File: config.mk
export PLATFORM = sky130hd
export DESIGN_NAME = cbus_arbiter
export DESIGN_NICKNAME = d
export VERILOG_FILES = /design/src/rtl/cbus_arbiter.sv
export SDC_FILE = /design/constraint.sdc
export NUM_CORES = 1
export LEC_CHECK = 0
export ABC_AREA = 1
export CAP_MARGIN = 20
export CORE_AREA = 10 10 121 123
export CTS_BUF_LIST = sky130_fd_sc_hd__clkbuf_8
export DETAILED_ROUTE_END_ITERATION = 12
export DIE_AREA = 0 0 131 133
export PLACE_DENSITY = 0.67
export RECOVER_POWER = 50
export SYNTH_ARGS = -nofsm -noshare
export SYNTH_HDL_FRONTEND = slang
export SYNTH_SLANG_ARGS = --single-unit
File: constraint.sdc
create_clock -name clk -period 1.8 [get_ports clk]
set_clock_uncertainty 0.15 [all_clocks]
set_input_delay 0.36 -clock clk [delete_from_list [all_inputs] [get_ports clk]]
set_output_delay 0.36 -clock clk [all_outputs]
set_load 0.03 [all_outputs]
File: src/rtl/cbus_arbiter.sv
// Purpose: shares one CBus master port among NUM_INPUTS requesters and holds the grant for a whole burst.
// Latency: one cycle from a request to oreq_valid; one idle bubble between bursts; request path is muxed combinationally while granted.
// Backpressure: the owner's handshake is oresp_ready/oresp_last passed straight back; non-owners see ready=0 and wait.
//
// Ports:
//   clk, resetn                       clock, asynchronous active-low reset
//   ireq_*  (packed per requester)    valid, is_write, size, addr, strobe, data, len (beats-1)
//   iresp_* (packed per requester)    ready, last, data; only the owner sees non-zero values
//   oreq_*                            granted request forwarded downstream (all zero when idle)
//   oresp_ready, oresp_last, oresp_data  downstream beat handshake and read data
//   busy, grant_idx                   grant held, current owner (meaningful while busy)
//
// Build option: define CBUS_ARB_FIXED_PRIO_EN for lowest-index-wins priority
// instead of round-robin.
module cbus_arbiter #(
  parameter int NUM_INPUTS = 2,
  parameter int IDX_W      = (NUM_INPUTS > 1) ? $clog2(NUM_INPUTS) : 1
) (
  input  logic                    clk,
  input  logic                    resetn,
  input  logic [NUM_INPUTS-1:0]   ireq_valid,
  input  logic [NUM_INPUTS-1:0]   ireq_is_write,
  input  logic [3*NUM_INPUTS-1:0] ireq_size,
  input  logic [32*NUM_INPUTS-1:0] ireq_addr,
  input  logic [4*NUM_INPUTS-1:0] ireq_strobe,
  input  logic [32*NUM_INPUTS-1:0] ireq_data,
  input  logic [4*NUM_INPUTS-1:0] ireq_len,
  output logic [NUM_INPUTS-1:0]   iresp_ready,
  output logic [NUM_INPUTS-1:0]   iresp_last,
  output logic [32*NUM_INPUTS-1:0] iresp_data,
  output logic                    oreq_valid,
  output logic                    oreq_is_write,
  output logic [2:0]              oreq_size,
  output logic [31:0]             oreq_addr,
  output logic [3:0]              oreq_strobe,
  output logic [31:0]             oreq_data,
  output logic [3:0]              oreq_len,
  input  logic                    oresp_ready,
  input  logic                    oresp_last,
  input  logic [31:0]             oresp_data,
  output logic                    busy,
  output logic [IDX_W-1:0]        grant_idx
);

  typedef enum logic {IDLE = 1'b0, BUSY = 1'b1} state_t;

  state_t           state_q, state_d;
  logic [IDX_W-1:0] grant_q;
  logic [IDX_W-1:0] winner;
  logic             burst_done;

  assign burst_done = (state_q == BUSY) && oresp_ready && oresp_last;

`ifdef CBUS_ARB_FIXED_PRIO_EN
  // Descending scan: the last write wins, so the lowest asserted index is kept.
  always_comb begin
    winner = '0;
    for (int i = NUM_INPUTS - 1; i >= 0; i--) begin
      if (ireq_valid[i]) winner = IDX_W'(i);
    end
  end
`else
  logic [IDX_W-1:0] rr_ptr_q;
  logic [IDX_W-1:0] hi_win, lo_win;
  logic             hi_found;

  // Round-robin split into two halves: the lowest requester at or above
  // rr_ptr has priority; otherwise the scan wraps to the lowest below it.
  always_comb begin
    hi_win   = '0;
    lo_win   = '0;
    hi_found = 1'b0;
    for (int i = NUM_INPUTS - 1; i >= 0; i--) begin
      if (ireq_valid[i]) begin
        if (IDX_W'(i) >= rr_ptr_q) begin
          hi_win   = IDX_W'(i);
          hi_found = 1'b1;
        end else begin
          lo_win = IDX_W'(i);
        end
      end
    end
    winner = hi_found ? hi_win : lo_win;
  end

  always_ff @(posedge clk or negedge resetn) begin
    if (!resetn) begin
      rr_ptr_q <= '0;
    end else if (burst_done) begin
      rr_ptr_q <= (grant_q == IDX_W'(NUM_INPUTS - 1)) ? '0 : grant_q + IDX_W'(1);
    end
  end
`endif

  always_comb begin
    state_d = state_q;
    case (state_q)
      IDLE:    if (|ireq_valid) state_d = BUSY;
      BUSY:    if (oresp_ready && oresp_last) state_d = IDLE;
      default: state_d = IDLE;
    endcase
  end

  always_ff @(posedge clk or negedge resetn) begin
    if (!resetn) begin
      state_q <= IDLE;
      grant_q <= '0;
    end else begin
      state_q <= state_d;
      // Grant is captured only in IDLE, so requests raised mid-burst wait.
      if (state_q == IDLE && (|ireq_valid)) grant_q <= winner;
    end
  end

  // Everything downstream and back to requesters is gated by BUSY, so reset
  // forces all outputs to zero at once, and ireq_valid only reaches
  // oreq_valid through the registered state.
  always_comb begin
    oreq_valid    = 1'b0;
    oreq_is_write = 1'b0;
    oreq_size     = '0;
    oreq_addr     = '0;
    oreq_strobe   = '0;
    oreq_data     = '0;
    oreq_len      = '0;
    iresp_ready   = '0;
    iresp_last    = '0;
    iresp_data    = '0;
    if (state_q == BUSY) begin
      for (int i = 0; i < NUM_INPUTS; i++) begin
        if (grant_q == IDX_W'(i)) begin
          oreq_valid             = ireq_valid[i];
          oreq_is_write          = ireq_is_write[i];
          oreq_size              = ireq_size[3*i +: 3];
          oreq_addr              = ireq_addr[32*i +: 32];
          oreq_strobe            = ireq_strobe[4*i +: 4];
          oreq_data              = ireq_data[32*i +: 32];
          oreq_len               = ireq_len[4*i +: 4];
          iresp_ready[i]         = oresp_ready;
          iresp_last[i]          = oresp_last;
          iresp_data[32*i +: 32] = oresp_data;
        end
      end
    end
  end

  assign busy      = (state_q == BUSY);
  assign grant_idx = grant_q;

endmodule
---- Yosys cells after proc, flatten, opt, wreduce, memory -nomap -nowiden ----
Index checks and enable logic that the tools add are counted.
storage, ports and cells
  flip-flop bits (word level) ............. 3
  logic and storage cells ................. 50
  input port bits ......................... 190
operators by class
  muxes and demuxes ....................... 38
  reductions and logical operators ........ 5
  magnitude comparators ................... 2
  add/subtract/negate cells ............... 1
  bitwise gates (word level) .............. 1
operators by type and width
  kind                                        number
  32-bit two-way mux                          6
  64-bit two-way mux                          1
  1-bit two-way mux                           22
  4-bit two-way mux                           4
  3-bit two-way mux                           2
  1-bit logical AND                           4
  2-bit two-way mux                           2
  1-bit >= comparator (first input constant)  2
  1-bit one-hot mux with 2 select lines       1
  2-bit OR reduction                          1
  1-bit adder (second input constant)         1
  1-bit NOT                                   1

---- Depth between registers and ports, before layout ----
  depth in word-level cells ............... 6
  mapped depth ............................ 6
  gate-level depth less buffers ........... 4

---- Least setup slack after synthesis ----
OpenSTA, ideal clock, no wires.
  kind .................................... reg2out
  from .................................... register grant_q, in the netlist grant_idx
  to ...................................... output oreq_valid
  data arrival time ....................... 1.484 ns
  path slack .............................. -0.194 ns
  cell stages (with the launch flop) ...... 3
  path buffers ............................ 0
  path through ............................ dfrtp_1 > nand2_2 > o21ai_0
on the way
  longest elaborated chain between the ends .. 2
ends and longest elaborated chain
  item                    RTL line  RTL
  from (decl)             48        logic [IDX_W-1:0] grant_q;
  from (signal assigned)  111       if (state_q == IDLE && (|ireq_valid)) grant_q <= winner;
  1-bit two-way mux       131       if (grant_q == IDX_W'(i)) begin
  1-bit two-way mux       129       if (state_q == BUSY) begin
  to (decl)               31        output logic oreq_valid,
Every way passes these cells.

---- Worst setup path after layout ----
  from .................................... register grant_q, in the netlist grant_idx
  to ...................................... output oreq_data[3]
on the way
  longest elaborated chain between the ends .. 2
ends and longest elaborated chain
  item                RTL line  RTL
  32-bit two-way mux  131
  32-bit two-way mux  129
  to (decl)           36        output logic [31:0] oreq_data,
Every way passes these cells.

==> flow_metrics.py <==
metrics = {
    "final_layout": {
        "antennaDiodeCount": 0,
        "drive_above_1_share_pct": 48.1,
        "final_cells": 917,
        "postLayoutCellArea_sq_um": 6730,
        "num-nets-final": 936,
        "syn_to_final_growth_pct": 341,
    },
    "setup_path": {
        "endpoint_kind": "output port",
        "crit_family": "buffers and inverters",
        "slowest_delay_ns": 0.41,
        "path_common_cell": "nand2_1",
        "cp-start-kind": "register",
        "required_ns": 1.29,
        "crit_arrival_ns": 1.46,
        "worst-path-buf-inv": 3,
        "slowest_stage": "dfrtp_2",
        "crit_fanout": 8,
        "crit_chain": "nor2_4 -> buf_8 -> clkbuf_16 -> nand2_1 -> nand2_1 -> buf_6",
        "criticalPathCategory": "register to output port",
    },
    "synthesis": {
        "synth_warnings": 0,
        "syn_inst": 376,
        "synth_common_cells": "235 x nand2_1, 70 x nor2_1, 36 x inv_1",
        "synth_seq_cells": 3,
        "synth-seq-area-share_pct": 4.92,
        "synth_area_leaders": "nand2_1 58%, nor2_1 17%, inv_1 8.9%, dfrtp_1 4.9%, buf_4 3.0%",
        "synth_edf_count": 0,
        "synthSimpleGateAreaFrac_pct": 77.6,
        "synth_most_common_cell": "nand2_1",
        "synth_top_cell_by_area": "nand2_1",
        "synthMuxAreaShare_pct": 0,
        "synth_compound_area_share_pct": 0.328,
        "yosysTopAreaCellShare_pct": 57.8,
        "synth_ff_type": "dfrtp_1",
        "synth_top_family_by_area": "simple AND/OR/NAND/NOR gates",
        "synthArstFlopShare_pct": 100,
        "ys_types": 13,
        "synth_fa_ha_area_share_pct": 0,
        "synth-xor-area-share_pct": 0,
        "synth_fp_nets": 566,
        "netlist_area_sq_um": 1530,
        "postSynthAreaPerCell_sq_um": 4.06,
    },
    "timing": {
        "setup_tns_ns": -16.05,
        "layout_setup_ws_ns": -0.170,
        "fmaxAchievable_mhz": 508,
        "setup_viol": 145,
        "period_share_pct": 109,
        "drv_slew": 0,
        "period_minus_slack_ns": 1.97,
        "tightest_slew_ns": 0.200,
        "relSlewSlack_pct": 86.7,
        "hold_viol": 0,
        "rsz0062_at_grt": "true",
    },
    "cts": {
        "cts.sinks": 3,
        "cts_buffer_depth": 2,
        "htreeDepth": 1,
        "clock_latency_ns": 0.21,
        "clkTransAtPathRegs_ns": 0.03,
        "cts_tree": "yes",
        "root_buffer": "clkbuf_8",
        "cts_buffers": 3,
    },
    "routing": {
        "drc_errors": 0,
        "dr_total_vias": 3657,
        "ant_nets": 0,
        "drt_iter0_drc": 137,
        "vias_per_cell": 3.99,
        "post_drt_wl_per_cell_um": 18.6,
        "firstDrtPassIters": 4,
        "drt-total-wl_um": 17100,
    },
    "floorplan": {
        "dieArea_sq_um": 17400,
        "start_util_pct": 12.3,
        "num_rows": 41,
        "io_pins": 337,
        "die_h_um": 133,
        "core_sq_um": 12400,
        "die_w_um": 131,
    },
    "placement": {
        "io_buffers": 336,
        "dpl.hpwl_um": 11400,
        "placed_cells": 880,
        "gp_congestion": 0.825,
        "place_area_sq_um": 5090,
    },
    "status": {
        "status": "finished with violations",
        "violations": "setup timing",
    },
    "grt": {
        "antenna_found_initial": 1,
        "grt_pass1_vias": 3652,
        "gr-total-overflow": 0,
        "grt_pass1_wl_um": 21700,
        "gr-usage-all-layers_pct": 15.9,
        "grt_max_degree": 36,
    },
    "power": {
        "powerDensity_nw_per_um2": 987,
        "leakagePower_nw": 3.43,
        "ir_worst_vdd_uv": 441,
        "total_power_w": 0.00664,
    },
    "flow_run": {
        "drv_cap": 0,
    },
    "min_path": {
        "timing.hold.worst.class": "input port to async pin",
    },
}
-- final timing paths --
kind / startpoint / to / slack [ns] / depth (start not counted)
setup / recovery: grant_idx / oreq_data[3] / -0.17 / 6
min in group clk: rr_ptr_q / rr_ptr_q / 0.35 / 2
hold reg to reg: rr_ptr_q / rr_ptr_q / 0.35 / 2
setup reg to reg: grant_idx / grant_idx / 0.26 / 7
max in group asynchronous: resetn / busy / 1.08 / 1
hold / removal: resetn / rr_ptr_q / 0.25 / 1
-- where the power goes --
part / total [W] / switching, W / internal (W)
sequential: 0.0000980 / 0.0000129 / 0.0000851
clock: 0.000189 / 0.0000439 / 0.000145
combinational: 0.00635 / 0.00349 / 0.00287
total: 0.00664 / 0.00354 / 0.00310
-- flip-flops by register name, indices dropped and copies added (netlist names) --
register / cells
rr_ptr_q: 1
busy: 1
grant_idx: 1
-- logic make-up (layout without fill, tap and decap cells) --
| kind of cell | Yosys count | after routing |
|---|---|---|
| buffers and inverters | 61 | 430 |
| AO/OA/AOI/OAI | 1 | 1 |
| flip-flops | 3 | 3 |
| AND/OR/NAND/NOR | 311 | 311 |
-- routing by layer --
| metal | track usage [%] | wire, um | vias up |
|---|---|---|---|
| met5 | 0 | 7 | - |
| met4 | 1.92 | 167 | 2 |
| met3 | 5.91 | 1630 | 16 |
| met2 | 29.7 | 9400 | 170 |
| met1 | 16.7 | 5850 | 1646 |
| li1 | - | - | 1823 |
-- placed cells by master, fill, tap and decap left out --
cell / synthesis / layout
and2_1: 1 / 1
buf_12: 0 / 9
buf_16: 0 / 7
buf_4: 6 / 57
buf_6: 0 / 109
buf_8: 0 / 5
clkbuf_16: 0 / 9
clkbuf_2: 0 / 2
clkbuf_8: 0 / 3
clkdlybuf4s50_1: 0 / 187
dfrtp_1: 3 / 1
dfrtp_2: 0 / 2
dlygate4sd3_1: 0 / 2
inv_1: 36 / 37
inv_12: 0 / 1
inv_2: 3 / 2
nand2_1: 235 / 121
nand2_2: 1 / 62
nand2_4: 0 / 52
nand2_8: 0 / 1
nand3_1: 3 / 3
nor2_1: 70 / 35
nor2_2: 0 / 2
nor2_4: 1 / 34
o21ai_2: 0 / 1
-- what timing repair did --
| item | in CTS | in global routing |
|---|---|---|
| cloned | 6 | 13 |
| setup endpoints to repair | 110 | 146 |
| hold buffers | 0 | 0 |
| pin swaps | 12 | 33 |
| setup buffers | 9 | 6 |
| resized for setup | 127 | 178 |
-- cell type report --
class	count	area (sq um)
inverters	39	159
fillers	1128	5630
flip-flops and latches	3	77.6
multi-input cells	312	2000
clock buffers	3	41.3
repair buffers	387	4230
clock inverters	1	3.75
well taps	172	215
-- through the flow --
step	setup WS (ns)	util, %	hold WS [ns]
floorplan	-0.0522	-	-0.0856
global placement	0.0486	41.2	0.341
detailed placement	0.0463	41.2	0.347
CTS	-0.129	46.9	0.183
global route	-0.230	54.4	0.249
finish	-0.170	54.4	0.253
-- worst register-to-register path: stages (launching register included) --
cell     delay, ns
dfrtp_2       0.41
buf_4         0.16
nand2_8       0.09
buf_12        0.16
buf_8         0.15
buf_4         0.12
buf_4         0.11
nand3_1       0.07
Note: power is estimated with default switching activity, not from simulation.
